[src/rtl/vga_theme_seq.sv]
// Multi-theme sequencer: queues step/load/auto requests and commits them on frame_start.
// Optional timed auto-cycling is built only when THEME_AUTO_EN is defined.
module vga_theme_seq #(
  parameter int unsigned NUM_THEMES  = 4,
  parameter int unsigned THEME_W     = 2,
  parameter int unsigned AUTO_FRAMES = 60,
  parameter int unsigned CNT_W       = 8
) (
  input  logic               clk,
  input  logic               rst,
  input  logic               i_chg,
  input  logic               i_dir,
  input  logic               i_load,
  input  logic [THEME_W-1:0] i_sel,
  input  logic               i_auto_on,
  input  logic               i_frame_start,
  output logic [THEME_W-1:0] o_theme,
  output logic               o_pending,
  output logic               o_theme_chg
);

  localparam logic [THEME_W:0]   LP_NUM = (THEME_W+1)'(NUM_THEMES);
  localparam logic [THEME_W-1:0] LP_MAX = THEME_W'(NUM_THEMES - 1);

  typedef enum logic {S_IDLE = 1'b0, S_PEND = 1'b1} state_t;

  state_t             r_state, w_state_nxt;
  logic [THEME_W-1:0] r_theme, w_theme_nxt;
  logic [THEME_W-1:0] r_target, w_target_nxt;
  logic [THEME_W-1:0] w_base, w_new;
  logic               r_chg_d;
  logic               r_theme_chg, w_theme_chg_nxt;
  logic               w_step, w_load_ok, w_auto, w_req, w_commit;

  assign w_step    = i_chg & ~r_chg_d;
  assign w_load_ok = i_load & ({1'b0, i_sel} < LP_NUM);
  assign w_req     = w_load_ok | w_step | w_auto;

`ifdef THEME_AUTO_EN
  localparam logic [CNT_W-1:0] LP_CNT_MAX = CNT_W'(AUTO_FRAMES - 1);

  logic [CNT_W-1:0] r_cnt, w_cnt_nxt;

  assign w_auto = i_auto_on & i_frame_start & (r_cnt == LP_CNT_MAX);

  // Frame counter; manual requests restart the interval
  always_comb begin
    w_cnt_nxt = r_cnt;
    if (!i_auto_on || w_load_ok || w_step)
      w_cnt_nxt = '0;
    else if (i_frame_start)
      w_cnt_nxt = (r_cnt == LP_CNT_MAX) ? '0 : r_cnt + CNT_W'(1);
  end

  always_ff @(posedge clk) begin
    if (rst) r_cnt <= '0;
    else     r_cnt <= w_cnt_nxt;
  end
`else
  logic w_unused_auto;
  assign w_unused_auto = i_auto_on ^ (^CNT_W'(AUTO_FRAMES));
  assign w_auto        = 1'b0;
`endif

  // Queued target is the base while pending; it equals the just-committed value on frame_start
  always_comb begin
    w_base = (r_state == S_PEND) ? r_target : r_theme;
    w_new  = (w_base == LP_MAX) ? '0 : w_base + THEME_W'(1);
    if (w_load_ok)
      w_new = i_sel;
    else if (w_step && i_dir)
      w_new = (w_base == '0) ? LP_MAX : w_base - THEME_W'(1);
  end

  always_comb begin
    w_state_nxt  = r_state;
    w_theme_nxt  = r_theme;
    w_target_nxt = r_target;
    w_commit     = 1'b0;
    case (r_state)
      S_IDLE: begin
        if (w_req) begin
          w_target_nxt = w_new;
          w_state_nxt  = S_PEND;
        end
      end
      S_PEND: begin
        if (i_frame_start) begin
          w_commit    = 1'b1;
          w_theme_nxt = r_target;
          w_state_nxt = w_req ? S_PEND : S_IDLE;
        end
        if (w_req) w_target_nxt = w_new;
      end
      default: w_state_nxt = S_IDLE;
    endcase
    w_theme_chg_nxt = w_commit && (r_target != r_theme);
  end

  always_ff @(posedge clk) begin
    if (rst) begin
      r_state     <= S_IDLE;
      r_theme     <= '0;
      r_target    <= '0;
      r_chg_d     <= 1'b0;
      r_theme_chg <= 1'b0;
    end else begin
      r_state     <= w_state_nxt;
      r_theme     <= w_theme_nxt;
      r_target    <= w_target_nxt;
      r_chg_d     <= i_chg;
      r_theme_chg <= w_theme_chg_nxt;
    end
  end

  assign o_theme     = r_theme;
  assign o_pending   = (r_state == S_PEND);
  assign o_theme_chg = r_theme_chg;

endmodule

[config.mk]
export PLATFORM = sky130hd
export DESIGN_NAME = vga_theme_seq
export DESIGN_NICKNAME = d
export VERILOG_FILES = /design/src/rtl/vga_theme_seq.sv
export SDC_FILE = /design/constraint.sdc
export NUM_CORES = 1
export LEC_CHECK = 0
export ABC_CLOCK_PERIOD_IN_PS = 1600
export BUFFER_PORTS_ARGS = -buffer_cell sky130_fd_sc_hd__buf_2
export CAP_MARGIN = 10
export CELL_PAD_IN_SITES_DETAIL_PLACEMENT = 1
export CELL_PAD_IN_SITES_GLOBAL_PLACEMENT = 1
export CORE_AREA = 2 2 39 41
export DETAILED_ROUTE_END_ITERATION = 8
export DIE_AREA = 0 0 41 43
export GPL_ROUTABILITY_DRIVEN = 0
export GPL_TIMING_DRIVEN = 0
export PLACE_DENSITY = 0.65
export SLEW_MARGIN = 10
export SYNTH_ARGS = -nofsm -noshare
export SYNTH_HDL_FRONTEND = slang
export SYNTH_SLANG_ARGS = --single-unit
[constraint.sdc]
create_clock -name clk -period 1.6 [get_ports clk]
set_input_delay 0.08 -clock clk [delete_from_list [all_inputs] [get_ports clk]]
set_output_delay 0.08 -clock clk [all_outputs]
set_load 0.02 [all_outputs]
Word level (Yosys, flattened, before mapping)
Index checks and enable logic that the tools add are counted.
W data, S select, Z words.
{"block": "totals", "ram_bits": 0, "word_cells": 28, "input_bits": 9, "n_memories": 0, "latch_bits": 0, "regBits": 7, "mem_bits_ro": 0, "out_inout_bits": 4}
{"block": "op_classes", "n_eq_ne": 2, "n_bitwise": 4, "magnitude_cmp": 0, "n_div": 0, "shift": 0, "n_reduce_logical": 4, "add_sub_neg": 2, "mux": 11, "n_mul": 0}
{"op": "$mux W2", "n": 6}
{"op": "$mux W1", "n": 4}
{"op": "$add A2 B1 Y2 const B", "n": 1}
{"op": "$eq A2 B2 Y1 const B", "n": 1}
{"op": "$logic_and A1 B1 Y1", "n": 2}
{"op": "$logic_not A2 Y1", "n": 1}
{"op": "$ne A2 B2 Y1", "n": 1}
{"op": "$not A1 Y1", "n": 2}
{"op": "$pmux W1 S2", "n": 1}
{"op": "$reduce_and A2 Y1", "n": 1}
{"op": "$sub A2 B1 Y2 const B", "n": 1}
{"op": "$and A1 B1 Y1", "n": 1}
{"op": "$or A1 B1 Y1", "n": 1}

Depth between registers and ports, before layout
{"block": "depth", "depth_word": 6, "ltp_mapped": 5, "depth_no_buf": 4}

Worst setup path before layout
Ideal clock, no wire load.
{"block": "synth_timing", "path_type": "register to register", "from": "register r_state (netlist: o_pending)", "to": "register r_target[1]", "setup_slack_ns": 0.250, "t_arrival_ns": 1.236, "setup_time_ns": 0.115, "path_stages_with_launch": 4, "n_path_buf": 0, "path_cell_list": "dfxtp_1 -> mux2i_1 -> mux2_2 -> o21a_1"}
{"block": "synth_via", "elab_chain_len": 6, "elab_cells_between_ends": 10}
{"element": "start: declaration", "line_no": "27", "source": "state_t r_state, w_state_nxt;"}
{"element": "start signal: assignment", "line_no": "108", "source": "r_state <= w_state_nxt;"}
{"element": "$mux W2 (*)", "line_no": "67", "source": "w_base = (r_state == S_PEND) ? r_target : r_theme;"}
{"element": "$add A2 B1 Y2 (tied with other cells)", "line_no": "68", "source": "w_new = (w_base == LP_MAX) ? '0 : w_base + THEME_W'(1);"}
{"element": "$mux W2, on equally long branches", "line_no": "68, 72"}
{"element": "$mux W2 (*)", "line_no": "71", "source": "else if (w_step && i_dir)"}
{"element": "$mux W2 (*)", "line_no": "69", "source": "if (w_load_ok)"}
{"element": "$mux W2 (*)", "line_no": "82, 93"}
{"element": "end signal: assignment", "line_no": "110", "source": "r_target <= w_target_nxt;"}
{"element": "end: declaration", "line_no": "29", "source": "logic [THEME_W-1:0] r_target, w_target_nxt;"}
Every way passes the cells marked *; elsewhere a longest branch is shown, timed or not. The select of a mux whose other input is x is not followed.
A chain may end at the register's enable or synchronous reset.

Worst setup path in the final report
{"block": "layout_timing", "from": "register r_chg_d", "to": "register r_target[1]"}
{"block": "layout_via", "elab_chain_len": 6, "elab_cells_between_ends": 7}
{"element": "start: declaration", "line_no": "31", "source": "logic r_chg_d;"}
{"element": "start signal: assignment", "line_no": "111", "source": "r_chg_d <= i_chg;"}
{"element": "$not A1 Y1 (*)", "line_no": "35", "source": "assign w_step = i_chg & ~r_chg_d;"}
{"element": "$and A1 B1 Y1 (*)", "line_no": "35"}
{"element": "$logic_and A1 B1 Y1", "line_no": "71"}
{"element": "$mux W2", "line_no": "71"}
{"element": "$mux W2", "line_no": "69"}
{"element": "$mux W2", "line_no": "82, 93"}
Marked as above.

==> results.yml <==
sta:
  hold_violations: 0
  max_freq_mhz: 736.6
  fin_skew_ns: 0.003562
  hold_slack_ns: 0.06246
  period_share_pct: 84.85
  drv_slew: 0
  rsz0062_at_grt: "false"
  fin_crit_ns: 1.358
  slew_headroom_pct: 82.60
  tightest_slew_ns: 0.2606
  final-setup-viol-count: 0
  finalSetupTns_ns: 0
yosys:
  synth_area_sq_um: 364.1
  synth_top_area_share_pct: 38.49
  ys_types: 16
  netlist_instances: 40
  ys_seq_area_share_pct: 38.49
  yosys_warnings: 0
  synthTopCellsByArea: "dfxtp_1 38%, xnor2_1 9.6%, nor2b_1 6.9%"
  synth_seq_cells: 7
  synth_top_area_cell: "dfxtp_1"
  syn_avg_cell_area_sq_um: 9.102
  syn-num-nets: 49
detailed_routing:
  finalWirelength_microns: 731
  drt_iter0_drc: 0
  drtPass1Iterations: 1
  routed_via_density: 4.620
  ant_nets: 0
  vias: 328
  drc: 0
  wl_per_cell_microns: 10.30
floorplanning:
  die_w_microns: 41
  io_pins: 13
  core_sq_um: 1384
  initial_core_util_pct: 26.31
  die_h_microns: 43
  fp-row-count: 14
  die_area_sq_um: 1763
grt:
  use_met3_pct: 6.283
  grtUsageTotal_pct: 11.04
  grtUsageMet1_pct: 12.54
  grt_antenna_before_repair: 0
  grt-ovfl-total: 0
  grt_pass1_wl_microns: 1269
  global_route.peak_usage_layer: "met2"
  groute.layer.met2.usage_pct: 15.63
  grt_max_degree: 9
  grt_pass1_vias: 304
clocking:
  cts_sinks: 7
  cts_resized: 0
  numCtsBuffers: 3
  cts_hold_buffers: 0
  htreeDepth: 1
  clkTransAtPathRegs_ns: 0.05
  cts.path.max_buffers: 2
  cts-root-buf: "clkbuf_4"
  cts_tree: "built"
  worstSkewPairLatency_ns: 0.25
  post_cts_buffers: 0
layout:
  layout-drive-gt1-share_pct: 32.73
  fillers: 174
  areaGrowthSynthToFinish_pct: 27.84
  final_cell_mix: "11 x buf_2, 7 x dfxtp_1, 6 x nand2_1"
  fin_util_pct: 33.63
  diodes: 0
  final_net_count: 65
  mostFrequentLayoutCell: "buf_2"
critical_path:
  r2r_slack_ns: 0.24
  cp.arrival_ns: 1.50
  worstSetupEndpointType: "flop"
  r2r-end: "r_target[1]"
  reg2reg_from: "r_chg_d"
  crit_type: "reg -> reg"
  cp_data_required_time_ns: 1.74
  r2r_cells: 5
  worstPathMaxFanout: 6
  crit_path_start_kind: "flop"
hold_path:
  hold_path_end: "r_chg_d"
  min_from: "i_chg"
  min_path_cells: 2
  hp-class: "in -> reg"
job:
  maxCapViolations: 0
placed_design:
  hpwlAfterDp_microns: 570.7
  portBuffers: 11
status:
  outcome: "finished clean"
pwr:
  vdd_drop_max_mv: 0.3993
  power.density_nw_per_um2: 933.3
  power.leakage_nw: 0.1970
registers in the layout, summed over array words and instances, names as in the netlist:
register and cells:
r_chg_d 1, o_theme 2, o_theme_chg 1, o_pending 1, r_target 2
worst max-delay path by stage:
stage / to / slack (ns) / startpoint / depth (start not counted)
after floorplan: r_target[1] / 0.25 / o_pending / 3
after global placement: r_target[1] / 0.25 / r_chg_d / 5
after detailed placement: r_target[1] / 0.24 / r_chg_d / 5
after CTS: r_target[1] / 0.23 / r_chg_d / 5
after global routing: r_target[1] / 0.19 / r_chg_d / 5
final: r_target[1] / 0.24 / r_chg_d / 5
layer usage:
| layer | up-vias | wire (microns) |
|---|---|---|
| li1 | 166 | - |
| met2 | 10 | 339 |
| met5 | - | 0 |
| met4 | 0 | 0 |
| met3 | 0 | 58 |
| met1 | 152 | 333 |
logic make-up (layout without fill, tap and decap cells):
family | after synthesis | count (layout) | share of synthesized area (%)
DFF | 7 | 7 | 38.49
muxes | 4 | 4 | 12.71
buffers and inverters | 1 | 16 | 3.093
AOI/OAI and AO/OA | 6 | 6 | 10.31
xor gates and xnor gates | 4 | 4 | 9.621
and+or+nand+nor | 18 | 18 | 25.77
cell type report:
type / instances / area [sq um] / share of cell area (%)
Multi-Input combinational cell: 32 / 212.7 / 45.70
Sequential cell: 7 / 140.1 / 30.11
Timing Repair Buffer: 11 / 55.05 / 11.83
Clock buffer: 4 / 26.28 / 5.645
Tap cell: 16 / 20.02 / 4.301
Buffer: 1 / 11.26 / 2.419
cell usage after synthesis:
cell type,number
mux2_4,1
mux2i_1,2
nor2_1,2
mux2_2,1
nor2b_4,1
nor3_1,3
nand3_1,2
nand2_1,6
a21o_1,1
buf_6,1
xnor2_1,4
a211oi_1,1
a21oi_1,3
nor2b_1,4
o21a_1,1
dfxtp_1,7
per-stage QoR:
stage,std cells,power [mW],setup WS [ns],cell area (sq um)
detailed placement,67,0.2777,0.2423,439.2
CTS,71,0.4466,0.2341,465.4
global route,71,0.4708,0.1941,465.4
finish,71,0.4344,0.2424,465.4
global placement,67,0.2762,0.2525,439.2
floorplan,40,0.2522,0.2497,364.1
power breakdown:
part / switching (mW) / internal, mW / total, mW
Sequential: 0.0135 / 0.184 / 0.198
Combinational: 0.0322 / 0.0427 / 0.0749
Clock: 0.0665 / 0.0953 / 0.162
Total: 0.112 / 0.322 / 0.434
worst max-delay path, cell delays in order (launching register included):
cell and delay, ns:
dfxtp_1 0.32, nor2b_4 0.10, buf_6 0.12, mux2_4 0.29
mux2_2 0.25, o21a_1 0.16
Power figures use the tool's default switching activity.
